--- config.mk ---
export PLATFORM = sky130hd
export DESIGN_NAME = draw_rect_char_flat
export DESIGN_NICKNAME = d
export VERILOG_FILES = /design/src/rtl/vga_pkg.sv /design/src/rtl/draw_rect_char_if.sv /design/src/rtl/delay_line.sv /design/src/rtl/draw_rect_char.sv /design/src/flat_wrapper.sv
export SDC_FILE = /design/constraint.sdc
export NUM_CORES = 1
export LEC_CHECK = 0
export BUFFER_PORTS_ARGS = -buffer_cell sky130_fd_sc_hd__buf_2
export CAP_MARGIN = 20
export CORE_MARGIN = 2
export CORE_UTILIZATION = 26
export CTS_BUF_LIST = sky130_fd_sc_hd__clkbuf_4
export CTS_CLUSTER_DIAMETER = 150
export CTS_CLUSTER_SIZE = 10
export DETAILED_ROUTE_END_ITERATION = 8
export GPL_ROUTABILITY_DRIVEN = 0
export PLACE_DENSITY = 0.51
export SYNTH_ARGS = -nofsm -noshare
export SYNTH_HDL_FRONTEND = slang
export SYNTH_HIERARCHICAL = 1
export SYNTH_SLANG_ARGS = --single-unit
--- constraint.sdc ---
create_clock -name clk -period 4.2 [get_ports clk]
set_input_delay 0.84 -clock clk [delete_from_list [all_inputs] [get_ports clk]]
set_output_delay 0.84 -clock clk [all_outputs]
set_load 0.1 [all_outputs]
--- src/rtl/vga_pkg.sv ---
// Shared VGA-bus types and text-overlay geometry for the character drawing stage.
package vga_pkg;

    localparam int unsigned CNT_W           = 11;
    localparam int unsigned RGB_W           = 12;
    localparam int unsigned CHAR_W          = 8;
    localparam int unsigned CHAR_H          = 16;
    localparam int unsigned HOR_CHAR_NUMBER = 16;
    localparam int unsigned VER_CHAR_NUMBER = 16;
    localparam int unsigned RECT_W          = CHAR_W * HOR_CHAR_NUMBER;
    localparam int unsigned RECT_H          = CHAR_H * VER_CHAR_NUMBER;
    // Each ROM lookup is one registered cycle; the output register adds one more.
    localparam int unsigned ROM_PIPE        = 2;
    localparam int unsigned DRC_LATENCY     = ROM_PIPE + 2;

    typedef struct packed {
        logic [CNT_W-1:0] vcount;
        logic             vsync;
        logic             vblnk;
        logic [CNT_W-1:0] hcount;
        logic             hsync;
        logic             hblnk;
        logic [RGB_W-1:0] rgb;
    } vga_if_t;

    // Payload carried alongside the ROM lookups until the glyph row arrives.
    typedef struct packed {
        vga_if_t    vga;
        logic       in_rect;
        logic [2:0] col;
    } drc_stage_t;

    localparam int unsigned DRC_STAGE_W = $bits(drc_stage_t);

endpackage

--- src/rtl/draw_rect_char_if.sv ---
// VGA in/out bus plus char-ROM / font-ROM lookup signals of the text-overlay stage.
interface draw_rect_char_if;
    import vga_pkg::*;

    logic [CNT_W-1:0] vcount_in;
    logic             vsync_in;
    logic             vblnk_in;
    logic [CNT_W-1:0] hcount_in;
    logic             hsync_in;
    logic             hblnk_in;
    logic [RGB_W-1:0] rgb_in;
    logic [7:0]       char_pixels;

    logic [7:0]       char_xy;
    logic [3:0]       char_line;
    logic [CNT_W-1:0] vcount_out;
    logic             vsync_out;
    logic             vblnk_out;
    logic [CNT_W-1:0] hcount_out;
    logic             hsync_out;
    logic             hblnk_out;
    logic [RGB_W-1:0] rgb_out;

    modport master (
        output vcount_in, vsync_in, vblnk_in, hcount_in, hsync_in, hblnk_in, rgb_in, char_pixels,
        input  char_xy, char_line, vcount_out, vsync_out, vblnk_out,
               hcount_out, hsync_out, hblnk_out, rgb_out
    );

    modport slave (
        input  vcount_in, vsync_in, vblnk_in, hcount_in, hsync_in, hblnk_in, rgb_in, char_pixels,
        output char_xy, char_line, vcount_out, vsync_out, vblnk_out,
               hcount_out, hsync_out, hblnk_out, rgb_out
    );

endinterface

--- src/rtl/delay_line.sv ---
// Fixed-depth register pipeline; every stage clears to zero on reset.
module delay_line #(
    parameter int unsigned WIDTH = 1,
    parameter int unsigned DEPTH = 1
) (
    input  logic             clk,
    input  logic             rst_n,
    input  logic [WIDTH-1:0] i_data,
    output logic [WIDTH-1:0] o_data
);

    logic [WIDTH-1:0] r_stage [DEPTH];

    always_ff @(posedge clk or negedge rst_n) begin
        if (!rst_n) begin
            for (int i = 0; i < int'(DEPTH); i++) begin
                r_stage[i] <= '0;
            end
        end else begin
            r_stage[0] <= i_data;
            for (int i = 1; i < int'(DEPTH); i++) begin
                r_stage[i] <= r_stage[i-1];
            end
        end
    end

    assign o_data = r_stage[DEPTH-1];

endmodule

--- src/rtl/draw_rect_char.sv ---
// Text overlay: addresses the char/font ROMs for a 128x256 px rectangle and paints
// the returned glyph rows over the VGA stream, which is delayed to stay aligned.
module draw_rect_char
    import vga_pkg::*;
#(
    parameter int unsigned      X_POS          = 0,
    parameter int unsigned      Y_POS          = 0,
    parameter logic [RGB_W-1:0] TEXT_COLOR     = 12'hFFF,
    parameter bit               BG_TRANSPARENT = 1'b1,
    parameter logic [RGB_W-1:0] BG_COLOR       = 12'h000
) (
    input  logic             clk,
    input  logic             rst_n,
    draw_rect_char_if.slave  vga
);

    logic [6:0]  w_x_off;
    logic [7:0]  w_y_off;
    logic        w_in_rect;
    vga_if_t     w_vga_in;
    drc_stage_t  w_stage_in;
    drc_stage_t  w_stage_d3;
    logic        w_pix_c;
    logic [RGB_W-1:0] w_rgb_c;
    vga_if_t     w_vga_next_c;

    logic [7:0]  r_char_xy;
    logic [3:0]  r_char_line_d1;
    logic [3:0]  r_char_line;
    vga_if_t     r_vga_out;

    // Only the low offset bits address the grid; they equal the low bits of the full subtraction.
    assign w_x_off = 7'(vga.hcount_in) - 7'(X_POS);
    assign w_y_off = 8'(vga.vcount_in) - 8'(Y_POS);

    // Compared against the raw counters so a wrapped offset can never look inside.
    assign w_in_rect = (32'(vga.hcount_in) >= X_POS) && (32'(vga.hcount_in) < X_POS + RECT_W) &&
                       (32'(vga.vcount_in) >= Y_POS) && (32'(vga.vcount_in) < Y_POS + RECT_H) &&
                       !vga.hblnk_in && !vga.vblnk_in;

    assign w_vga_in = '{vcount: vga.vcount_in, vsync: vga.vsync_in, vblnk: vga.vblnk_in,
                        hcount: vga.hcount_in, hsync: vga.hsync_in, hblnk: vga.hblnk_in,
                        rgb: vga.rgb_in};

    assign w_stage_in = '{vga: w_vga_in, in_rect: w_in_rect, col: w_x_off[2:0]};

    delay_line #(
        .WIDTH (DRC_STAGE_W),
        .DEPTH (ROM_PIPE + 1)
    ) u_delay (
        .clk    (clk),
        .rst_n  (rst_n),
        .i_data (w_stage_in),
        .o_data (w_stage_d3)
    );

    // char_line is held one extra cycle so it meets the char ROM's code at the font ROM.
    always_ff @(posedge clk or negedge rst_n) begin
        if (!rst_n) begin
            r_char_xy      <= '0;
            r_char_line_d1 <= '0;
            r_char_line    <= '0;
        end else begin
            r_char_xy      <= {w_y_off[7:4], w_x_off[6:3]};
            r_char_line_d1 <= w_y_off[3:0];
            r_char_line    <= r_char_line_d1;
        end
    end

    always_comb begin
        w_pix_c      = vga.char_pixels[3'd7 - w_stage_d3.col];
        w_rgb_c      = w_stage_d3.vga.rgb;
        w_vga_next_c = w_stage_d3.vga;
        if (w_stage_d3.in_rect && w_pix_c) begin
            w_rgb_c = TEXT_COLOR;
        end else if (w_stage_d3.in_rect && !BG_TRANSPARENT) begin
            w_rgb_c = BG_COLOR;
        end
        w_vga_next_c.rgb = w_rgb_c;
    end

    always_ff @(posedge clk or negedge rst_n) begin
        if (!rst_n) begin
            r_vga_out <= '0;
        end else begin
            r_vga_out <= w_vga_next_c;
        end
    end

    assign vga.char_xy    = r_char_xy;
    assign vga.char_line  = r_char_line;
    assign vga.vcount_out = r_vga_out.vcount;
    assign vga.vsync_out  = r_vga_out.vsync;
    assign vga.vblnk_out  = r_vga_out.vblnk;
    assign vga.hcount_out = r_vga_out.hcount;
    assign vga.hsync_out  = r_vga_out.hsync;
    assign vga.hblnk_out  = r_vga_out.hblnk;
    assign vga.rgb_out    = r_vga_out.rgb;

endmodule

--- src/flat_wrapper.sv ---
// flat-port wrapper written by rule: the top's interface ports become plain ports
module draw_rect_char_flat import vga_pkg::*;
#(
    parameter int unsigned      X_POS          = 0,
    parameter int unsigned      Y_POS          = 0,
    parameter logic [RGB_W-1:0] TEXT_COLOR     = 12'hFFF,
    parameter bit               BG_TRANSPARENT = 1'b1,
    parameter logic [RGB_W-1:0] BG_COLOR       = 12'h000
)
  (clk, rst_n, vga_vcount_in, vga_vsync_in, vga_vblnk_in, vga_hcount_in, vga_hsync_in, vga_hblnk_in, vga_rgb_in, vga_char_pixels, vga_char_xy, vga_char_line, vga_vcount_out, vga_vsync_out, vga_vblnk_out, vga_hcount_out, vga_hsync_out, vga_hblnk_out, vga_rgb_out);
  draw_rect_char_if vga_i ();
  input  logic clk;
  input  logic rst_n;
  input wire logic [$bits(vga_i.vcount_in)-1:0] vga_vcount_in;
  input wire logic [$bits(vga_i.vsync_in)-1:0] vga_vsync_in;
  input wire logic [$bits(vga_i.vblnk_in)-1:0] vga_vblnk_in;
  input wire logic [$bits(vga_i.hcount_in)-1:0] vga_hcount_in;
  input wire logic [$bits(vga_i.hsync_in)-1:0] vga_hsync_in;
  input wire logic [$bits(vga_i.hblnk_in)-1:0] vga_hblnk_in;
  input wire logic [$bits(vga_i.rgb_in)-1:0] vga_rgb_in;
  input wire logic [$bits(vga_i.char_pixels)-1:0] vga_char_pixels;
  output wire logic [$bits(vga_i.char_xy)-1:0] vga_char_xy;
  output wire logic [$bits(vga_i.char_line)-1:0] vga_char_line;
  output wire logic [$bits(vga_i.vcount_out)-1:0] vga_vcount_out;
  output wire logic [$bits(vga_i.vsync_out)-1:0] vga_vsync_out;
  output wire logic [$bits(vga_i.vblnk_out)-1:0] vga_vblnk_out;
  output wire logic [$bits(vga_i.hcount_out)-1:0] vga_hcount_out;
  output wire logic [$bits(vga_i.hsync_out)-1:0] vga_hsync_out;
  output wire logic [$bits(vga_i.hblnk_out)-1:0] vga_hblnk_out;
  output wire logic [$bits(vga_i.rgb_out)-1:0] vga_rgb_out;
  assign vga_i.vcount_in = vga_vcount_in;
  assign vga_i.vsync_in = vga_vsync_in;
  assign vga_i.vblnk_in = vga_vblnk_in;
  assign vga_i.hcount_in = vga_hcount_in;
  assign vga_i.hsync_in = vga_hsync_in;
  assign vga_i.hblnk_in = vga_hblnk_in;
  assign vga_i.rgb_in = vga_rgb_in;
  assign vga_i.char_pixels = vga_char_pixels;
  assign vga_char_xy = vga_i.char_xy;
  assign vga_char_line = vga_i.char_line;
  assign vga_vcount_out = vga_i.vcount_out;
  assign vga_vsync_out = vga_i.vsync_out;
  assign vga_vblnk_out = vga_i.vblnk_out;
  assign vga_hcount_out = vga_i.hcount_out;
  assign vga_hsync_out = vga_i.hsync_out;
  assign vga_hblnk_out = vga_i.hblnk_out;
  assign vga_rgb_out = vga_i.rgb_out;
  draw_rect_char #(.X_POS(X_POS), .Y_POS(Y_POS), .TEXT_COLOR(TEXT_COLOR), .BG_TRANSPARENT(BG_TRANSPARENT), .BG_COLOR(BG_COLOR)) u_core (.clk(clk), .rst_n(rst_n), .vga(vga_i));
endmodule
### Yosys cells after proc, flatten, opt, wreduce, memory -nomap -nowiden

Index checks and enable logic that the tools add are counted.

| operators by class | value |
|---|---|
| add/sub/neg operators | 1 |
| $mul | 0 |
| div/mod/pow operators | 0 |
| order comparisons | 3 |
| equality and inequality tests | 0 |
| shifts and indexed selects | 0 |
| mux-type cells | 3 |
| bitwise logic cells | 0 |
| reductions and logical operators | 6 |

Operators with widths:

| cell | number |
|---|---|
| $mux 12 | 1 |
| $lt 11x8->1 const B | 1 |
| $lt 11x9->1 const B | 1 |
| $logic_and 1x1->1 | 4 |
| $lt 3x4->1 const B | 1 |
| $bmux 1 s3 | 1 |
| $sub 3x3->3 const A | 1 |
| $logic_not 1->1 | 2 |
| $mux 1 | 1 |

| storage, ports and cells | value |
|---|---|
| bits in registers | 180 |
| bits in latches | 0 |
| memory bits (writable) | 0 |
| bits in read-only memories | 0 |
| input port bits | 48 |
| memories kept | 0 |

### Depth between registers and ports, before layout

| depth | value |
|---|---|
| word-level depth | 5 |
| mapped depth | 5 |
| depth with buffers taken out | 3 |

### Hierarchy

Netlist, hierarchy kept.

By module, submodules not included:

| module | times used | cells an instance | area an instance (um^2) | sequential area each (um^2) |
|---|---|---|---|---|
| delay_line | 1 | 168 | 3468.3 | 3153.0 |
| draw_rect_char | 1 | 79 | 1554.0 | 1351.3 |

### Worst setup path after synthesis

Ideal clock, no wire load.

| path | value |
|---|---|
| path kind | input to register |
| from | in vga_char_pixels[4] |
| to | reg u_core.r_vga_out (netlist bit u_core/vga.rgb_out[10]) |
| data arrival time | 1.633 ns |
| data required time | 4.076 ns |
| slack | 2.443 ns |
| stages on the path | 4 |
| buffers on the path | 1 |
| path through | mux4_2 -> nor2_2 -> buf_6 -> o21bai_1 |

| between the ends | value |
|---|---|
| cells in the longest elaborated chain, start to end | 4 |

RTL lines:

| what | RTL line | text |
|---|---|---|
| start: declaration | flat_wrapper.sv:21 | `input wire logic [$bits(vga_i.char_pixels)-1:0] vga_char_pixels;` |
| $bmux 1 s3 | draw_rect_char.sv:71 | `w_pix_c = vga.char_pixels[3'd7 - w_stage_d3.col];` |
| $mux 1 (not written as such) | draw_rect_char.sv:71 |  |
| $logic_and 1x1->1 | draw_rect_char.sv:74 | `if (w_stage_d3.in_rect && w_pix_c) begin` |
| $mux 12 | draw_rect_char.sv:74 |  |
| via u_core.w_rgb_c[10] | draw_rect_char.sv:24 | `logic [RGB_W-1:0] w_rgb_c;` |
| end signal: assignment | draw_rect_char.sv:86 | `r_vga_out <= w_vga_next_c;` |
| end: declaration | draw_rect_char.sv:30 | `vga_if_t r_vga_out;` |

The timed path passes the listed nets, and every way through them passes these cells. The select of a mux whose other input is x is not followed.

### Worst setup path after layout

| path | value |
|---|---|
| from | reg u_core.r_vga_out (netlist bit u_core/vga.hcount_out[6]) |
| to | out vga_hcount_out[6] |

RTL lines:

| what | RTL line | text |
|---|---|---|
| end: declaration | flat_wrapper.sv:27 | `output wire logic [$bits(vga_i.hcount_out)-1:0] vga_hcount_out;` |

No word-level cell between the ends.

==> run_results.csv <==
group,metric,value,unit
setup_path,worstSetupPathType,"flip-flop to output port",
setup_path,worst_path_dominant_cell_family,"buffers and inverters",
global_route,grt_max_degree,109,
pwr,cellPowerDensity,529.2,mW/mm2
route,vias,1972,
synthesis,yosysWarnings,6,
floorplan,die_area,0.02044,mm2
route,vias_per_cell,3.303,
route,post_drt_wl_per_cell,11.50,um
floorplan,chipHeight,143.0,um
global_route,grt-ovfl-total,0,
clock_network,clkSinkCount,180,
sta,worst_pin_slew,825.4,ps
finish,layoutNonFillerInstCount,597,
route,first_pass_iters,3,
sta,min_period_over_period,51.36,%
global_route,grt_pass1_vias,2294,
placed_design,placed_cells,563,
placed_design,place_hpwl,4688,um
sta,drv_slew,0,
route,wl_met1,2726,um
placed_design,port_buffers,97,
clock_network,post_cts_buffers,0,
synthesis,syn_area_per_cell,20.33,um2
route,met2_wirelength,3413,um
setup_path,required,3360,ps
floorplan,io_pins,98,
synthesis,syn_area,0.005022,mm2
sta,fmax,0.4636,GHz
clock_network,clk_latency,520,ps
min_path,hold_path.class,"input port to async pin",
setup_path,slowest_delay,420,ps
clock_network,cts_resized,0,
route,drt_iter0_markers,94,
setup_path,cp-start-kind,"flip-flop",
clock_network,cts-htree-levels,4,
synthesis,ys_types,13,
clock_network,path_clk_slew,130,ps
flow_run,maxCapViolations,0,
placed_design,place_ws,2058,ps
pwr,p_leak,2.715,nW
route,met3_length,544,um
finish,final_common_cell,"dfrtp_1",
route,wl,6864,um
sta,hold_violations,0,
sta,fin_skew,9.952,ps
synthesis,synth_seq_cells,180,
clock_network,cts_made_buffers,17,
route,top_layer_used,"met4",
finish,final_cell_mix,"dfrtp_1, buf_2, clkbuf_4",
sta,setup_viol,0,
sta,tns,0,ps
route,ant_nets,0,
status,status,"finished clean",
global_route,grt_pass1_wl,11430,um
setup_path,arrival,1320,ps
synthesis,netlist_instances,247,
setup_path,crit_slowest_cell,"buf_2",
sta,slew-limit-headroom,44.97,%
pwr,ir_drop,200.0,uV
synthesis,seq_area_frac_synth,89.69,%
route,drcViolationCount,0,
setup_path,worstPathCellList,"buf_2",
sta,fin_ws,2043,ps
floorplan,rows,50,
floorplan,fp.dieW,143.0,um
floorplan,core,0.01883,mm2
global_route,grt_usage,7.591,%
finish,final_nets,370,
clock_network,cts_root_buf,"clkbuf_4",
finish,area_delta_synth_final,16.19,%
setup_path,cp_max_fo,1,
setup_path,regToRegSetupSlack,2590,ps
sta,rsz0062_at_grt,"false",
synthesis,syn-num-nets,295,
setup_path,ff2ff_path_depth,3,
clock_network,ctsHoldBuffers,0,
clock_network,cts_tree,"yes",
floorplan,start_util,26.67,%
setup_path,rr_startpoint,"u_core/u_delay/o_data[0]$_DFF_PN0_",
setup_path,end_kind,"output port",
setup_path,critical_path_buf_inv_count,1,
global_route,antenna_found_initial,3,
finish,drive_gt1_share,40.42,%
setup_path,r2r-end,"u_core/vga.rgb_out[3]$_DFF_PN0_",
sta,fin_crit,2157,ps
clock_network,cts_buffer_depth,2,
## through the flow
stage	cell area [um2]	utilization [%]	power (mW)	hold WS [ps]
floorplan	5022	-	2.093	331.2
global placement	5533	29.38	2.158	331.5
detailed placement	5533	29.38	2.165	334.7
CTS	5828	30.95	3.153	323.2
global route	5831	30.96	3.240	321.3
finish	5836	30.99	3.088	357.1
## power breakdown
part	total, mW	internal, mW	switching [mW]
clock	0.965	0.426	0.539
sequential	1.84	1.82	0.0228
combinational	0.283	0.0413	0.242
## state kept, by name, summed over array words and instances, names as in the netlist
register                cells
u_core/r_char_line_d1       4
u_core/u_delay/o_data      42
u_core/vga.rgb_out         12
u_core/vga.hcount_out      11
u_core/u_delay/r_stage     84
u_core/vga.vblnk_out        1
u_core/vga.char_line        4
u_core/vga.hblnk_out        1
u_core/vga.char_xy          8
u_core/vga.vcount_out      11
u_core/vga.hsync_out        1
u_core/vga.vsync_out        1
## per-layer routing
metal | vias to the layer above | track usage [%]
met5 | - | 0
li1 | 893 | -
met1 | 1010 | 8.333
met4 | 0 | 4.690
met2 | 57 | 11.46
met3 | 12 | 4.192
## worst reg2reg max path: cells and delay by family (launching register included)
family	cells	cell delay, ps
AND/OR/NAND/NOR	1	390
multiplexers	1	540
flip-flops	1	420
AO/OA/AOI/OAI	1	150
## area by class of cell
cell class | instances | area [um2]
Sequential cell | 180 | 4504
Multi-Input combinational cell | 23 | 186.4
Clock inverter | 12 | 152.6
Timing Repair Buffer | 100 | 516.7
Antenna cell | 3 | 7.507
Fill cell | 1866 | 13000
Clock buffer | 19 | 142.6
Tap cell | 260 | 325.3
## worst max path at each step
stage,slack (ps),end,from,depth (start not counted)
global placement,2150,u_core/vga.rgb_out[5]$_DFF_PN0_,vga_char_pixels[4],4
CTS,1950,vga_rgb_out[6],u_core/vga.rgb_out[6]$_DFF_PN0_,1
detailed placement,2060,u_core/vga.rgb_out[3]$_DFF_PN0_,vga_char_pixels[4],4
floorplan,2440,u_core/vga.rgb_out[10]$_DFF_PN0_,vga_char_pixels[4],4
global route,1930,vga_hcount_out[7],u_core/vga.hcount_out[7]$_DFF_PN0_,1
finish,2040,vga_hcount_out[6],u_core/vga.hcount_out[6]$_DFF_PN0_,1
## synth_stat cells
cell type	count	area (um2)
buf_2	1	5.000
buf_4	42	315.3
buf_6	1	11.26
dfrtp_1	180	4504
mux2_2	2	22.52
mux4_2	1	22.52
nand2_1	2	7.510
nand2b_1	1	6.260
nor2_1	1	3.750
nor2_2	1	6.260
nor4_1	2	12.51
o21bai_1	12	90.09
o221ai_2	1	15.01
## logic make-up (layout without fill, tap and decap cells)
family	Yosys count	after routing	share of synthesized area [%]
buf+inv	44	131	6.602
other cells	0	3	0
compound gates	13	13	2.093
mux	3	3	0.8968
simple gates	7	7	0.7226
flops	180	180	89.69
No activity file was read; power rests on OpenSTA's default activity.
